<file path="config.mk">
export PLATFORM = sky130hd
export DESIGN_NAME = usb_pkt_tx_flat
export DESIGN_NICKNAME = d
export VERILOG_FILES = /design/src/rtl/usb_pkt_tx_if.sv /design/src/rtl/usb_pkt_tx.sv /design/src/flat_wrapper.sv
export SDC_FILE = /design/constraint.sdc
export NUM_CORES = 1
export LEC_CHECK = 0
export CAP_MARGIN = 20
export CORE_ASPECT_RATIO = 0.5
export CORE_MARGIN = 4
export CORE_UTILIZATION = 35
export DETAILED_ROUTE_END_ITERATION = 12
export SYNTH_ARGS = -nofsm -noshare
export SYNTH_HDL_FRONTEND = slang
export SYNTH_SLANG_ARGS = --single-unit
</file>
<file path="constraint.sdc">
create_clock -name clk -period 2.35 [get_ports clk]
set_input_delay 0.235 -clock clk [delete_from_list [all_inputs] [get_ports clk]]
set_output_delay 0.235 -clock clk [all_outputs]
set_load 0.02 [all_outputs]
</file>
<file path="src/rtl/usb_pkt_tx_if.sv">
// Handshake bundle for usb_pkt_tx: request, payload FIFO pop port, UTMI byte port and status.
// slave is the transmitter side; master is the endpoint/PHY side that drives it.
interface usb_pkt_tx_if;
    logic        req_valid;
    logic        req_ready;
    logic [3:0]  req_pid;
    logic [15:0] req_len;
    logic [7:0]  pld_data;
    logic        pld_valid;
    logic        pld_ready;
    logic [7:0]  utmi_data;
    logic        utmi_valid;
    logic        utmi_ready;
    logic        busy;
    logic        done;
    logic        err_underrun;

    modport master (
        output req_valid, req_pid, req_len, pld_data, pld_valid, utmi_ready,
        input  req_ready, pld_ready, utmi_data, utmi_valid, busy, done, err_underrun
    );

    modport slave (
        input  req_valid, req_pid, req_len, pld_data, pld_valid, utmi_ready,
        output req_ready, pld_ready, utmi_data, utmi_valid, busy, done, err_underrun
    );
endinterface

</file>
<file path="src/rtl/usb_pkt_tx.sv">
// USB packet transmitter: PID byte, optional payload with CRC16, byte-wise to a UTMI PHY.
// Optional macro USB_TX_IPG_EN adds an IPG_CYCLES-long GAP state after every packet.
module usb_pkt_tx #(
    parameter int MAX_PKT    = 64,
    parameter int IPG_CYCLES = 4
) (
    input logic         clk,
    input logic         rst,
    usb_pkt_tx_if.slave bus
);
`ifdef USB_TX_IPG_EN
    typedef enum logic [2:0] {S_IDLE, S_PID, S_DATA, S_CRC_LO, S_CRC_HI, S_GAP} state_t;
    localparam state_t      END_STATE = (IPG_CYCLES > 0) ? S_GAP : S_IDLE;
    localparam logic [15:0] GAP_LOAD  = 16'(IPG_CYCLES - 1);
`else
    typedef enum logic [2:0] {S_IDLE, S_PID, S_DATA, S_CRC_LO, S_CRC_HI} state_t;
    localparam state_t      END_STATE = S_IDLE;
`endif
    localparam logic [15:0] MAX_LEN = 16'(MAX_PKT);

    state_t      state_reg;
    logic [15:0] rem_reg;
    logic [15:0] crc_reg;
    logic        is_data_reg;
    logic [7:0]  utmi_data_reg;
    logic        utmi_valid_reg;
    logic        req_ready_reg;
    logic        busy_reg;
    logic        done_reg;
    logic        err_reg;
`ifdef USB_TX_IPG_EN
    logic [15:0] gap_reg;
`endif

    logic        xfer;
    logic        need_byte;
    logic        abort_evt;
    logic        done_evt;
    logic        finish;
    logic        req_is_data;
    logic [15:0] req_len_clamped;
    logic [15:0] crc_chain [0:8];

    // Byte-parallel CRC16 (reflected 0xA001): one stage per input bit, LSB first.
    assign crc_chain[0] = crc_reg ^ {8'h00, bus.pld_data};
    genvar gi;
    generate
        for (gi = 0; gi < 8; gi++) begin : g_crc
            assign crc_chain[gi+1] = crc_chain[gi][0] ? ({1'b0, crc_chain[gi][15:1]} ^ 16'hA001)
                                                      : {1'b0, crc_chain[gi][15:1]};
        end
    endgenerate

    assign req_is_data     = (bus.req_pid == 4'h3) || (bus.req_pid == 4'hB);
    assign req_len_clamped = (bus.req_len > MAX_LEN) ? MAX_LEN : bus.req_len;

    // The output register is always full in PID/DATA, so a new payload byte is
    // fetched exactly when the current byte leaves and more payload remains.
    assign xfer      = utmi_valid_reg && bus.utmi_ready;
    assign need_byte = xfer && (rem_reg != 16'd0) &&
                       ((state_reg == S_PID && is_data_reg) ||
                        (state_reg == S_DATA && rem_reg != 16'd1));
    assign abort_evt = need_byte && !bus.pld_valid;
    assign done_evt  = xfer && ((state_reg == S_PID && !is_data_reg) || state_reg == S_CRC_HI);
    assign finish    = abort_evt || done_evt;

    assign bus.pld_ready    = need_byte;
    assign bus.utmi_data    = utmi_data_reg;
    assign bus.utmi_valid   = utmi_valid_reg;
    assign bus.req_ready    = req_ready_reg;
    assign bus.busy         = busy_reg;
    assign bus.done         = done_reg;
    assign bus.err_underrun = err_reg;

    always_ff @(posedge clk or posedge rst) begin
        if (rst) begin
            state_reg      <= S_IDLE;
            rem_reg        <= '0;
            crc_reg        <= '0;
            is_data_reg    <= 1'b0;
            utmi_data_reg  <= 8'h00;
            utmi_valid_reg <= 1'b0;
            req_ready_reg  <= 1'b1;
            busy_reg       <= 1'b0;
            done_reg       <= 1'b0;
            err_reg        <= 1'b0;
`ifdef USB_TX_IPG_EN
            gap_reg        <= '0;
`endif
        end else begin
            done_reg <= done_evt;
            err_reg  <= abort_evt;
            case (state_reg)
                S_IDLE: begin
                    if (bus.req_valid) begin
                        state_reg      <= S_PID;
                        req_ready_reg  <= 1'b0;
                        busy_reg       <= 1'b1;
                        utmi_valid_reg <= 1'b1;
                        utmi_data_reg  <= {~bus.req_pid, bus.req_pid};
                        is_data_reg    <= req_is_data;
                        rem_reg        <= req_is_data ? req_len_clamped : 16'd0;
                        crc_reg        <= 16'hFFFF;
                    end
                end
                S_PID: begin
                    if (xfer && is_data_reg) begin
                        if (rem_reg == 16'd0) begin
                            utmi_data_reg <= ~crc_reg[7:0];
                            state_reg     <= S_CRC_LO;
                        end else begin
                            state_reg <= S_DATA;
                        end
                    end
                end
                S_DATA: begin
                    if (xfer) begin
                        rem_reg <= rem_reg - 16'd1;
                        if (rem_reg == 16'd1) begin
                            utmi_data_reg <= ~crc_reg[7:0];
                            state_reg     <= S_CRC_LO;
                        end
                    end
                end
                S_CRC_LO: begin
                    if (xfer) begin
                        utmi_data_reg <= ~crc_reg[15:8];
                        state_reg     <= S_CRC_HI;
                    end
                end
                S_CRC_HI: begin
                end
`ifdef USB_TX_IPG_EN
                S_GAP: begin
                    if (gap_reg == 16'd0) begin
                        state_reg     <= S_IDLE;
                        req_ready_reg <= 1'b1;
                        busy_reg      <= 1'b0;
                    end else begin
                        gap_reg <= gap_reg - 16'd1;
                    end
                end
`endif
                default: state_reg <= S_IDLE;
            endcase

            if (need_byte && bus.pld_valid) begin
                utmi_data_reg <= bus.pld_data;
                crc_reg       <= crc_chain[8];
            end

            // Normal completion and underrun abort leave the packet the same way.
            if (finish) begin
                utmi_valid_reg <= 1'b0;
                state_reg      <= END_STATE;
                req_ready_reg  <= (END_STATE == S_IDLE);
                busy_reg       <= (END_STATE != S_IDLE);
`ifdef USB_TX_IPG_EN
                gap_reg        <= GAP_LOAD;
`endif
            end
        end
    end
endmodule

</file>
<file path="src/flat_wrapper.sv">
// flat-port wrapper written by rule: the top's interface ports become plain ports
module usb_pkt_tx_flat 
#(
    parameter int MAX_PKT    = 64,
    parameter int IPG_CYCLES = 4
)
  (clk, rst, bus_req_valid, bus_req_pid, bus_req_len, bus_pld_data, bus_pld_valid, bus_utmi_ready, bus_req_ready, bus_pld_ready, bus_utmi_data, bus_utmi_valid, bus_busy, bus_done, bus_err_underrun);
  usb_pkt_tx_if bus_i ();
  input logic clk;
  input logic rst;
  input wire logic [$bits(bus_i.req_valid)-1:0] bus_req_valid;
  input wire logic [$bits(bus_i.req_pid)-1:0] bus_req_pid;
  input wire logic [$bits(bus_i.req_len)-1:0] bus_req_len;
  input wire logic [$bits(bus_i.pld_data)-1:0] bus_pld_data;
  input wire logic [$bits(bus_i.pld_valid)-1:0] bus_pld_valid;
  input wire logic [$bits(bus_i.utmi_ready)-1:0] bus_utmi_ready;
  output wire logic [$bits(bus_i.req_ready)-1:0] bus_req_ready;
  output wire logic [$bits(bus_i.pld_ready)-1:0] bus_pld_ready;
  output wire logic [$bits(bus_i.utmi_data)-1:0] bus_utmi_data;
  output wire logic [$bits(bus_i.utmi_valid)-1:0] bus_utmi_valid;
  output wire logic [$bits(bus_i.busy)-1:0] bus_busy;
  output wire logic [$bits(bus_i.done)-1:0] bus_done;
  output wire logic [$bits(bus_i.err_underrun)-1:0] bus_err_underrun;
  assign bus_i.req_valid = bus_req_valid;
  assign bus_i.req_pid = bus_req_pid;
  assign bus_i.req_len = bus_req_len;
  assign bus_i.pld_data = bus_pld_data;
  assign bus_i.pld_valid = bus_pld_valid;
  assign bus_i.utmi_ready = bus_utmi_ready;
  assign bus_req_ready = bus_i.req_ready;
  assign bus_pld_ready = bus_i.pld_ready;
  assign bus_utmi_data = bus_i.utmi_data;
  assign bus_utmi_valid = bus_i.utmi_valid;
  assign bus_busy = bus_i.busy;
  assign bus_done = bus_i.done;
  assign bus_err_underrun = bus_i.err_underrun;
  usb_pkt_tx #(.MAX_PKT(MAX_PKT), .IPG_CYCLES(IPG_CYCLES)) u_core (.clk(clk), .rst(rst), .bus(bus_i));
endmodule
</file>
==> metrics <==
status finished, final reports clean; fraction of layout cells with a size suffix above 1 17.8%; sequential share of power about a quarter; RSZ-0062 raised after global routing true; area growth from synthesis to layout 32.7%; Slew HR between 50 and 60%; ys async rst share between 90% and 100%; initial antenna violation count 0; first-pass GRT wire length 14,200 um; TritonCTS clock tree yes; WS Path Type register to register; Pwr Density approximately 1300 nW/um^2; CP cell instances nor4_4, nand4_2, buf_6, a221o_1, or3_2, a31oi_1; post-synthesis sequential area ratio around two fifths; fin crit share 97.7%; Pre-antenna DRT Iters 4; vias per cell 5.60; leakage around 1.6 nW; largest net degree at the start of global routing 36; CTS buffer count 5; sw frac between 40% and 50%; final std cells w/o fill ~520; root buffer cell clkbuf_16; die height 74.2 um; number of synthesized register bits 48; Reg2Reg Depth 6; post-route ant nets 0; Clock Tree Buf Depth 2; Final #Nets ~450; crit path DAT about 2500 ps; Max-Cap Viols 0; Most used DFF post-synth dfrtp_1; placed instance area 3840 sq um; Post-synth EDFFs 0; CTS sink count between 40 and 50; vias in the first global route 2,893; Synth area leaders dfrtp_1 (38%), o21ai_0 (6.2%), mux2i_1 (4.9%), xnor2_1 (4.0%), nor2_1 (3.9%); clk_lat worst skew roughly 290 ps; Avg WL per Cell 16.5 um; Worst Tran Pin Value 740 ps; CP max stage delay ~500 ps; P_sw around 2.2 mW; Mapped Cells about 340; die area about 10,000 sq um; via count 2,921; YS warnings 0; Hold Vio Cnt, Final 0; commonest cells after routing, fill and taps aside dfrtp_1 (47), clkdlybuf4s50_1 (45), buf_4 (40), o21ai_0 (38), nor2_1 (31); Achievable Freq 435 MHz; Inserted Diodes 0; row cnt 23; CTS Hold Buffers Added 0; Initial Util between 30 and 40%; port bufs 46; initial drt markers 277; Mapped Nets approximately 370; minimum clock period between 2000 and 2500 ps; Post-Syn Area 3070 sq um; I/O pin cnt 47; HP Class input port to async pin; H-tree levels 2; Setup TNS 0 ps; VDD IR max approximately 440 uV; multi-input logic area ~1800 sq um; area leader, netlist dfrtp_1; commonest non-fill, non-tap cell in the layout dfrtp_1; gpl congestion just under 0.9; crit start category register; P_int approximately 3.2 mW; Setup crit end kind register; Synth Area per Inst just over 9 sq um; skew final ~12 ps; Yosys cell types 58; slowest library cell on the worst path or3_2; Crit Path Max Fanout 7; GRT Resource Usage Total approximately 17%; final setup vio count 0; Post-Route WL 8600 um; area share of the largest cell type after synthesis 38.4%; Final Util between 40% and 50%; clock share of power approximately 15%; design area 4070 sq um; combinational share of power slightly below 60%; post-DP HPWL roughly 6600 um; register area 1200 sq um; Inst Count DP around 510; DRC violations left 0; total power ~5.4 mW; fill count about 750; global route overflow 0; Die Width 140 um; Final Max Slew Viols 0; Reg clk slew, reported paths about 70 ps; required time of the critical path about 2600 ps; Placeable Area between 8000 and 9000 sq um
logic make-up (layout without fill, tap and decap cells):
kind of cell | Yosys count | after routing | synth area share (%)
compound gates | 92 | 92 | 19.5
xor+xnor | 22 | 22 | 7.63
fa+ha+maj | 2 | 2 | 0.816
buf+inv | 28 | 102 | 4.45
flops | 48 | 48 | 39.2
mux | 19 | 19 | 6.37
simple gates | 125 | 125 | 22.0
cell type report:
type	instances	share of cell area, %
clock buffers	5	3.08
clock inverters	1	0.738
inverters	9	0.831
multi-input cells	260	43.5
flip-flops and latches	48	29.6
well taps	112	3.45
repair buffers	87	18.9
power by group through the flow:
stage                     logic (mW)  clock network (mW)  registers, mW
after floorplan                 2.03                   0           1.45
after global placement          3.03                   0           1.41
after detailed placement        3.06                   0           1.41
after CTS                       3.10               0.810           1.41
after global routing            3.48               0.852           1.46
final                           3.19               0.797           1.42
timing repair:
| action | CTS | global route |
|---|---|---|
| cloned | 0 | 0 |
| endpoints found under the setup margin | 22 | 9 |
| resized for setup | 6 | 7 |
| pin swaps | 1 | 5 |
| setup buffers | 1 | 3 |
per-layer routing:
layer	track usage (%)	share of wire (%)
met3	3.21	4.2
met5	0	0
met1	22.1	47
met4	5.91	2.2
met2	29.5	47
cell usage after synthesis (all sizes together) (2+ instances only):
cell type / n
a211oi: 3
a21oi: 5
a22oi: 6
a2bb2oi: 4
a31oi: 13
a32o: 2
and2: 2
and3: 2
buf: 7
clkbuf: 12
dfrtp: 47
ha: 2
inv: 9
mux2: 4
mux2i: 15
nand2: 16
nand2b: 3
nand3: 23
nand4: 5
nor2: 32
nor2b: 2
nor3: 18
nor3b: 3
nor4: 8
o21a: 3
o21ai: 38
o22a: 2
o31ai: 4
or3: 4
or4: 4
xnor2: 14
xnor3: 3
xor2: 5
critical path, delay by kind of cell, from the launching register on:
| kind | cells | cell delay (ps) |
|---|---|---|
| buffers and inverters | 1 | 170 |
| AOI/OAI and AO/OA | 2 | 540 |
| DFF | 1 | 410 |
| and+or+nand+nor | 3 | 1110 |
through the flow:
step / setup slack, ps / hold WS (ps)
6_report: 53.3 / 383
3_5_place_dp: -155 / 506
3_3_place_gp: -15.2 / 503
2_1_floorplan: 243 / 319
5_1_grt: -25.2 / 471
4_1_cts: 9.03 / 429
final timing paths:
kind | start | end | slack, ps
setup / recovery | u_core.rem_reg[15] | u_core.bus.utmi_data[7] | 50
hold / removal | rst | u_core.is_data_reg | 380
setup reg to reg | u_core.rem_reg[15] | u_core.bus.utmi_data[7] | 50
hold reg to reg | u_core.bus.req_ready | u_core.bus.req_ready | 510
max in group asynchronous | rst | u_core.rem_reg[4] | 1310
min in group clk | u_core.bus.req_ready | u_core.bus.req_ready | 510
No activity file was read; power rests on OpenSTA's default activity.
